### src/rtl/i2c_transaction_sequencer.sv
// Sequences a byte-level I2C unit (start/stop/tx/rx commands) into complete
// START, address, N data bytes, STOP transactions, and generates its cycle tick.
module i2c_transaction_sequencer #(
    parameter int unsigned LEN_W = 8,
    parameter int unsigned DIV_W = 16
) (
    input  logic             clk,
    input  logic             reset,
    input  logic [DIV_W-1:0] clkDiv,
    input  logic             reqValid,
    output logic             reqReady,
    input  logic [6:0]       reqAddr,
    input  logic             reqRead,
    input  logic [LEN_W-1:0] reqLen,
    input  logic [7:0]       wrData,
    input  logic             wrValid,
    output logic             wrReady,
    output logic [7:0]       rdData,
    output logic             rdValid,
    input  logic             rdReady,
    output logic             done,
    output logic             nackErr,
    output logic             busy,
    output logic             i2cCycleDone,
    output logic [1:0]       i2cCommand,
    output logic [7:0]       i2cTransmitData,
    output logic             i2cTransmitAck,
    output logic             i2cTransmitValid,
    input  logic             i2cTransmitReady,
    input  logic [7:0]       i2cReceiveData,
    input  logic             i2cReceiveAck,
    input  logic             i2cReceiveValid,
    input  logic             i2cBusy
);

    typedef enum logic [3:0] {
        ST_IDLE,
        ST_START,
        ST_ADDR,
        ST_WR_FETCH,
        ST_WR,
        ST_RD,
        ST_RD_PUSH,
        ST_STOP,
        ST_DONE
    } state_t;

    localparam logic [1:0] CMD_START = 2'b00;
    localparam logic [1:0] CMD_STOP  = 2'b01;
    localparam logic [1:0] CMD_WRITE = 2'b10;
    localparam logic [1:0] CMD_READ  = 2'b11;

    state_t           state;
    logic             waiting;
    logic [DIV_W-1:0] tick_cnt;
    logic [6:0]       addr_q;
    logic             read_q;
    logic [LEN_W-1:0] len_q;
    logic [LEN_W-1:0] count;
    logic [7:0]       wr_byte;
    logic [7:0]       rx_data;
    logic             rx_ack;

    logic [1:0]       cmd_c;
    logic [7:0]       data_c;
    logic             ack_c;
    logic             cmd_state_c;
    logic             cmd_done_c;
    logic [LEN_W-1:0] count_inc_c;

    // Free-running cycle tick, period clkDiv+1
    always_ff @(posedge clk) begin
        if (!reset) begin
            tick_cnt     <= '0;
            i2cCycleDone <= 1'b0;
        end else if (tick_cnt == '0) begin
            tick_cnt     <= clkDiv;
            i2cCycleDone <= 1'b1;
        end else begin
            tick_cnt     <= tick_cnt - DIV_W'(1);
            i2cCycleDone <= 1'b0;
        end
    end

    // Capture the unit's receive byte / slave ack
    always_ff @(posedge clk) begin
        if (!reset) begin
            rx_data <= 8'h00;
            rx_ack  <= 1'b0;
        end else if (i2cReceiveValid) begin
            rx_data <= i2cReceiveData;
            rx_ack  <= i2cReceiveAck;
        end
    end

    // Command the current state presents to the unit
    always_comb begin
        cmd_c  = CMD_START;
        data_c = 8'h00;
        ack_c  = 1'b0;
        case (state)
            ST_ADDR: begin
                cmd_c  = CMD_WRITE;
                data_c = {addr_q, read_q};
            end
            ST_WR: begin
                cmd_c  = CMD_WRITE;
                data_c = wr_byte;
            end
            ST_RD: begin
                cmd_c  = CMD_READ;
                data_c = 8'hFF;
                ack_c  = (count == len_q - LEN_W'(1));
            end
            ST_STOP: cmd_c = CMD_STOP;
            default: cmd_c = CMD_START;
        endcase
    end

    assign cmd_state_c = state inside {ST_START, ST_ADDR, ST_WR, ST_RD, ST_STOP};
    assign cmd_done_c  = waiting && !i2cBusy;
    assign count_inc_c = count + LEN_W'(1);

    always_ff @(posedge clk) begin
        if (!reset) begin
            state            <= ST_IDLE;
            waiting          <= 1'b0;
            addr_q           <= 7'h00;
            read_q           <= 1'b0;
            len_q            <= '0;
            count            <= '0;
            wr_byte          <= 8'h00;
            reqReady         <= 1'b1;
            wrReady          <= 1'b0;
            rdData           <= 8'h00;
            rdValid          <= 1'b0;
            done             <= 1'b0;
            nackErr          <= 1'b0;
            busy             <= 1'b0;
            i2cCommand       <= 2'b00;
            i2cTransmitData  <= 8'h00;
            i2cTransmitAck   <= 1'b0;
            i2cTransmitValid <= 1'b0;
        end else begin
            wrReady <= 1'b0;
            done    <= 1'b0;

            // ISSUE until the unit takes the command, then WAIT for it to go idle
            if (cmd_state_c) begin
                if (!waiting) begin
                    if (!i2cTransmitValid) begin
                        i2cCommand       <= cmd_c;
                        i2cTransmitData  <= data_c;
                        i2cTransmitAck   <= ack_c;
                        i2cTransmitValid <= 1'b1;
                    end else if (i2cTransmitReady) begin
                        i2cTransmitValid <= 1'b0;
                        waiting          <= 1'b1;
                    end
                end else if (!i2cBusy) begin
                    waiting <= 1'b0;
                end
            end

            case (state)
                ST_IDLE: begin
                    if (reqValid) begin
                        addr_q   <= reqAddr;
                        read_q   <= reqRead;
                        len_q    <= reqLen;
                        count    <= '0;
                        nackErr  <= 1'b0;
                        reqReady <= 1'b0;
                        busy     <= 1'b1;
                        state    <= ST_START;
                    end
                end
                ST_START: begin
                    if (cmd_done_c) state <= ST_ADDR;
                end
                ST_ADDR: begin
                    if (cmd_done_c) begin
                        if (rx_ack) begin
                            nackErr <= 1'b1;
                            state   <= ST_STOP;
                        end else if (len_q == '0) begin
                            state <= ST_STOP;
                        end else if (read_q) begin
                            state <= ST_RD;
                        end else begin
                            state <= ST_WR_FETCH;
                        end
                    end
                end
                ST_WR_FETCH: begin
                    if (wrValid) begin
                        wr_byte <= wrData;
                        wrReady <= 1'b1;
                        state   <= ST_WR;
                    end
                end
                ST_WR: begin
                    if (cmd_done_c) begin
                        if (rx_ack) begin
                            nackErr <= 1'b1;
                            state   <= ST_STOP;
                        end else begin
                            count <= count_inc_c;
                            state <= (count_inc_c == len_q) ? ST_STOP : ST_WR_FETCH;
                        end
                    end
                end
                ST_RD: begin
                    if (cmd_done_c) begin
                        rdData  <= rx_data;
                        rdValid <= 1'b1;
                        state   <= ST_RD_PUSH;
                    end
                end
                ST_RD_PUSH: begin
                    if (rdReady) begin
                        rdValid <= 1'b0;
                        count   <= count_inc_c;
                        state   <= (count_inc_c == len_q) ? ST_STOP : ST_RD;
                    end
                end
                ST_STOP: begin
                    if (cmd_done_c) begin
                        done  <= 1'b1;
                        state <= ST_DONE;
                    end
                end
                ST_DONE: begin
                    reqReady <= 1'b1;
                    busy     <= 1'b0;
                    state    <= ST_IDLE;
                end
                default: state <= ST_IDLE;
            endcase
        end
    end

endmodule

### config.mk
export PLATFORM = sky130hd
export DESIGN_NAME = i2c_transaction_sequencer
export DESIGN_NICKNAME = d
export VERILOG_FILES = /design/src/rtl/i2c_transaction_sequencer.sv
export SDC_FILE = /design/constraint.sdc
export NUM_CORES = 1
export LEC_CHECK = 0
export BUFFER_PORTS_ARGS = -buffer_cell sky130_fd_sc_hd__buf_2
export CAP_MARGIN = 30
export CORE_UTILIZATION = 40
export CTS_CLUSTER_SIZE = 40
export DETAILED_ROUTE_END_ITERATION = 10
export GPL_TIMING_DRIVEN = 0
export HOLD_SLACK_MARGIN = 0.02
export PLACE_DENSITY = 0.65
export SYNTH_ARGS = -nofsm -noshare
export SYNTH_HDL_FRONTEND = slang
export SYNTH_SLANG_ARGS = --single-unit
### constraint.sdc
create_clock -name clk -period 3.4 [get_ports clk]
set_input_delay 0.17 -clock clk [delete_from_list [all_inputs] [get_ports clk]]
set_output_delay 0.17 -clock clk [all_outputs]
set_load 0.01 [all_outputs]
==> impl_metrics.ini <==
[clock_tree]
clock_latency_ns = 0.37
clk_pin_slew_ns = 0.09
clockBufferDepth = 2
cts_resized = 0
clockRootBuffer = clkbuf_8
h-tree-depth = 3
cts.sinks = 89
cts_buffers = 9
cts_tree = built

[worst_hold_path]
min_from = reqLen[6]
hold_class = in2reg

[finish]
layout-drive-gt1-share_pct = 18.2
filler_cell_count = 1053
post-route-util_pct = 49.4
diodes = 0
area_growth_pct = 18.7
finalNetCount = 682

[logic_synthesis]
synth_top_family_by_area = simple AND/OR/NAND/NOR gates
yosysTopAreaCell = dfxtp_1
synthesis.area_sq_um = 4340
synthSimpleGateAreaFrac_pct = 25.2
synthMuxAreaShare_pct = 6.00
async_flop_share_pct = 0
ys_types = 60
syn_nets = 589
syn_inst = 528
yosysSeqAreaShare_pct = 41.1
synth-main-ff-cell = dfxtp_1
yosys.area.top_type_share_pct = 41.1
yosys.area_share.xor_xnor_pct = 5.25
synth_seq_cells = 89
yosysWarnings = 0
synth_compound_area_share_pct = 17.6
synthTopCellsByCount = 89 x dfxtp_1, 81 x nand2_1, 64 x nor2_1, 48 x a21oi_1, 26 x mux2i_1
yosysMostFrequentCell = dfxtp_1
synth-edff-count = 0
synth_area_leaders = dfxtp_1 41%, nand2_1 7.0%, mux2i_1 6.0%
synth_fa_ha_area_share_pct = 1.15
avgSynthCellArea_sq_um = 8.22

[worst_setup_path]
worstSetupEndpointType = register
path_delay_family = simple AND/OR/NAND/NOR gates
crit_type = reg2reg
r2r_start = state[2]$_SDFFE_PN0P_
crit_path_max_fanout = 10
worstPathCellList = buf_2, clkbuf_1, nor4bb_1, nand2_1, mux2i_1, nor2_1
timing.critical_path.slowest_stage_cell = nor4bb_1
cp-start-kind = register
crit_start = state[2]$_SDFFE_PN0P_
required_ns = 3.63
cp.arrival_ns = 2.78
path_buf_inv = 2
cpPeakStageDelay_ns = 0.68

[detailed_routing]
remaining_drc_errors = 0
ant_nets = 0
drt-initial-drc-count = 270
dr.pass1.iters = 5
viasPerCell = 5.32
vias = 4052
wl_per_cell_um = 14.7
drt_wl_total_mm = 11.2

[floorplanning]
coreArea_sq_um = 10400
die_area_sq_um = 11300
ios = 84
die-height_um = 106
initial_core_util_pct = 41.6
dieWidth_um = 106
core.rowCount = 37

[pwr]
p_leak_uw = 0.00214
worst_ir_drop_vdd_uv = 278
power.density_nw_per_um2 = 722

[grt]
antenna_found_initial = 0
grt_pass1_vias = 4106
gr-total-overflow = 0
grt_max_degree = 17
grt_use_total_pct = 21.2
grt_pass1_wl_mm = 19.1

[sta]
clock_skew_ns = 0.0116
fin_crit_ns = 2.55
hold_violations = 0
finalSetupViolations = 0
period_share_pct = 74.9
rsz0062_at_grt = no
setup_slack_ns = 0.854
max-slew-margin-rel_pct = 53.8
finalMaxSlewViolations = 0
max_freq_mhz = 393
tightest_slew_ns = 0.693
tns_ns = 0

[place]
port_buffers = 81
dpl_worst_slack_ns = 0.886
dpl.hpwl_mm = 8.29
place_congestion = 0.868

[job]
maxCapViolations = 0

[outcome]
status = complete, no violations
-- flip-flops by register name (all words and copies together), names as in the netlist --
register and cells:
rx_ack 1, nackErr 1, rdValid 1, count 8
i2cTransmitData 8, wrReady 1, rx_data 8, rdData 8
addr_q 7, i2cCycleDone 1, busy 1, wr_byte 8
i2cTransmitAck 1, waiting 1, tick_cnt 16, done 1
reqReady 1, len_q 8, i2cTransmitValid 1, read_q 1
state 4, i2cCommand 2
-- logic make-up (layout without fill, tap and decap cells) --
logic type,after synthesis,after routing
compound gates,116,116
xor+xnor,26,26
fa+ha+maj,4,4
buf+inv,40,138
flops,89,89
mux,26,26
simple gates,227,227
-- final cells by class --
cell class	instances	area, sq um	share of cell area [%]
Multi-Input combinational cell	399	2390	46.5
Inverter	8	30.0	0.583
Sequential cell	89	1780	34.6
Clock buffer	9	124	2.41
Buffer	32	134	2.60
Clock inverter	7	103	1.99
Timing Repair Buffer	82	415	8.07
Tap cell	136	170	3.30
-- power by group --
part	switching, uW	internal [uW]	total, uW
Clock	407	420	827
Sequential	158	1220	1380
Combinational	921	594	1510
-- path summary, 6_finish.rpt --
check	endpoint	slack, ns	depth (start not counted)
max reg2reg	rdData[0]$_SDFFE_PN0P_	0.85	6
max	rdData[0]$_SDFFE_PN0P_	0.85	6
min reg2reg	reqReady$_SDFFE_PN1P_	0.46	1
min	len_q[6]$_SDFFE_PN0P_	0.04	3
-- layer usage --
layer  global-route usage (%)  up-vias  wire length (um)  part of all wire, %
met2                     34.7      108              5190                   46
li1                         -     2036                 -                    -
met4                     9.23        0               210                  1.9
met1                     27.4     1889              5280                   47
met3                     3.56       19               554                  4.9
met5                        0        -                 0                    0
-- per-stage QoR --
step                hold WS, ns  total power (uW)  cells  cell area [sq um]
finish                   0.0377              3720    762               5150
global route             0.0374              3970    762               5150
CTS                      0.0207              3740    762               5150
detailed placement        0.410              2900    745               4910
global placement          0.401              2850    745               4910
floorplan                 0.306              2520    528               4340
-- layout by cell type (no fill, tap or decap), types with 4 or more instances in the layout --
cell       n
o21ai_0   15
nand2b_1   7
a211oi_1  14
buf_2     86
nand4_1    4
mux2i_1   26
or4_1      5
nor2b_1    5
inv_1      7
xor2_1    13
xnor2_1   13
nand3_1   16
nor3b_1    4
nor2_1    64
a21o_1     7
nand2_1   81
ha_1       4
a21oi_1   48
dfxtp_1   89
clkbuf_1  25
clkbuf_8   9
nor4_1     4
o21a_1     4
nor3_1    14
-- worst min-delay path: cells and delay by family --
family	cells	cell delay, ns
simple gates	1	0.04
compound gates	1	0.05
buf+inv	1	0.09
-- timing repair --
item	4_1_cts	5_1_grt
hold buffers	1	0
hold endpoints to repair	1	0
setup buffers	0	0
No activity file was read; power rests on OpenSTA's default activity.
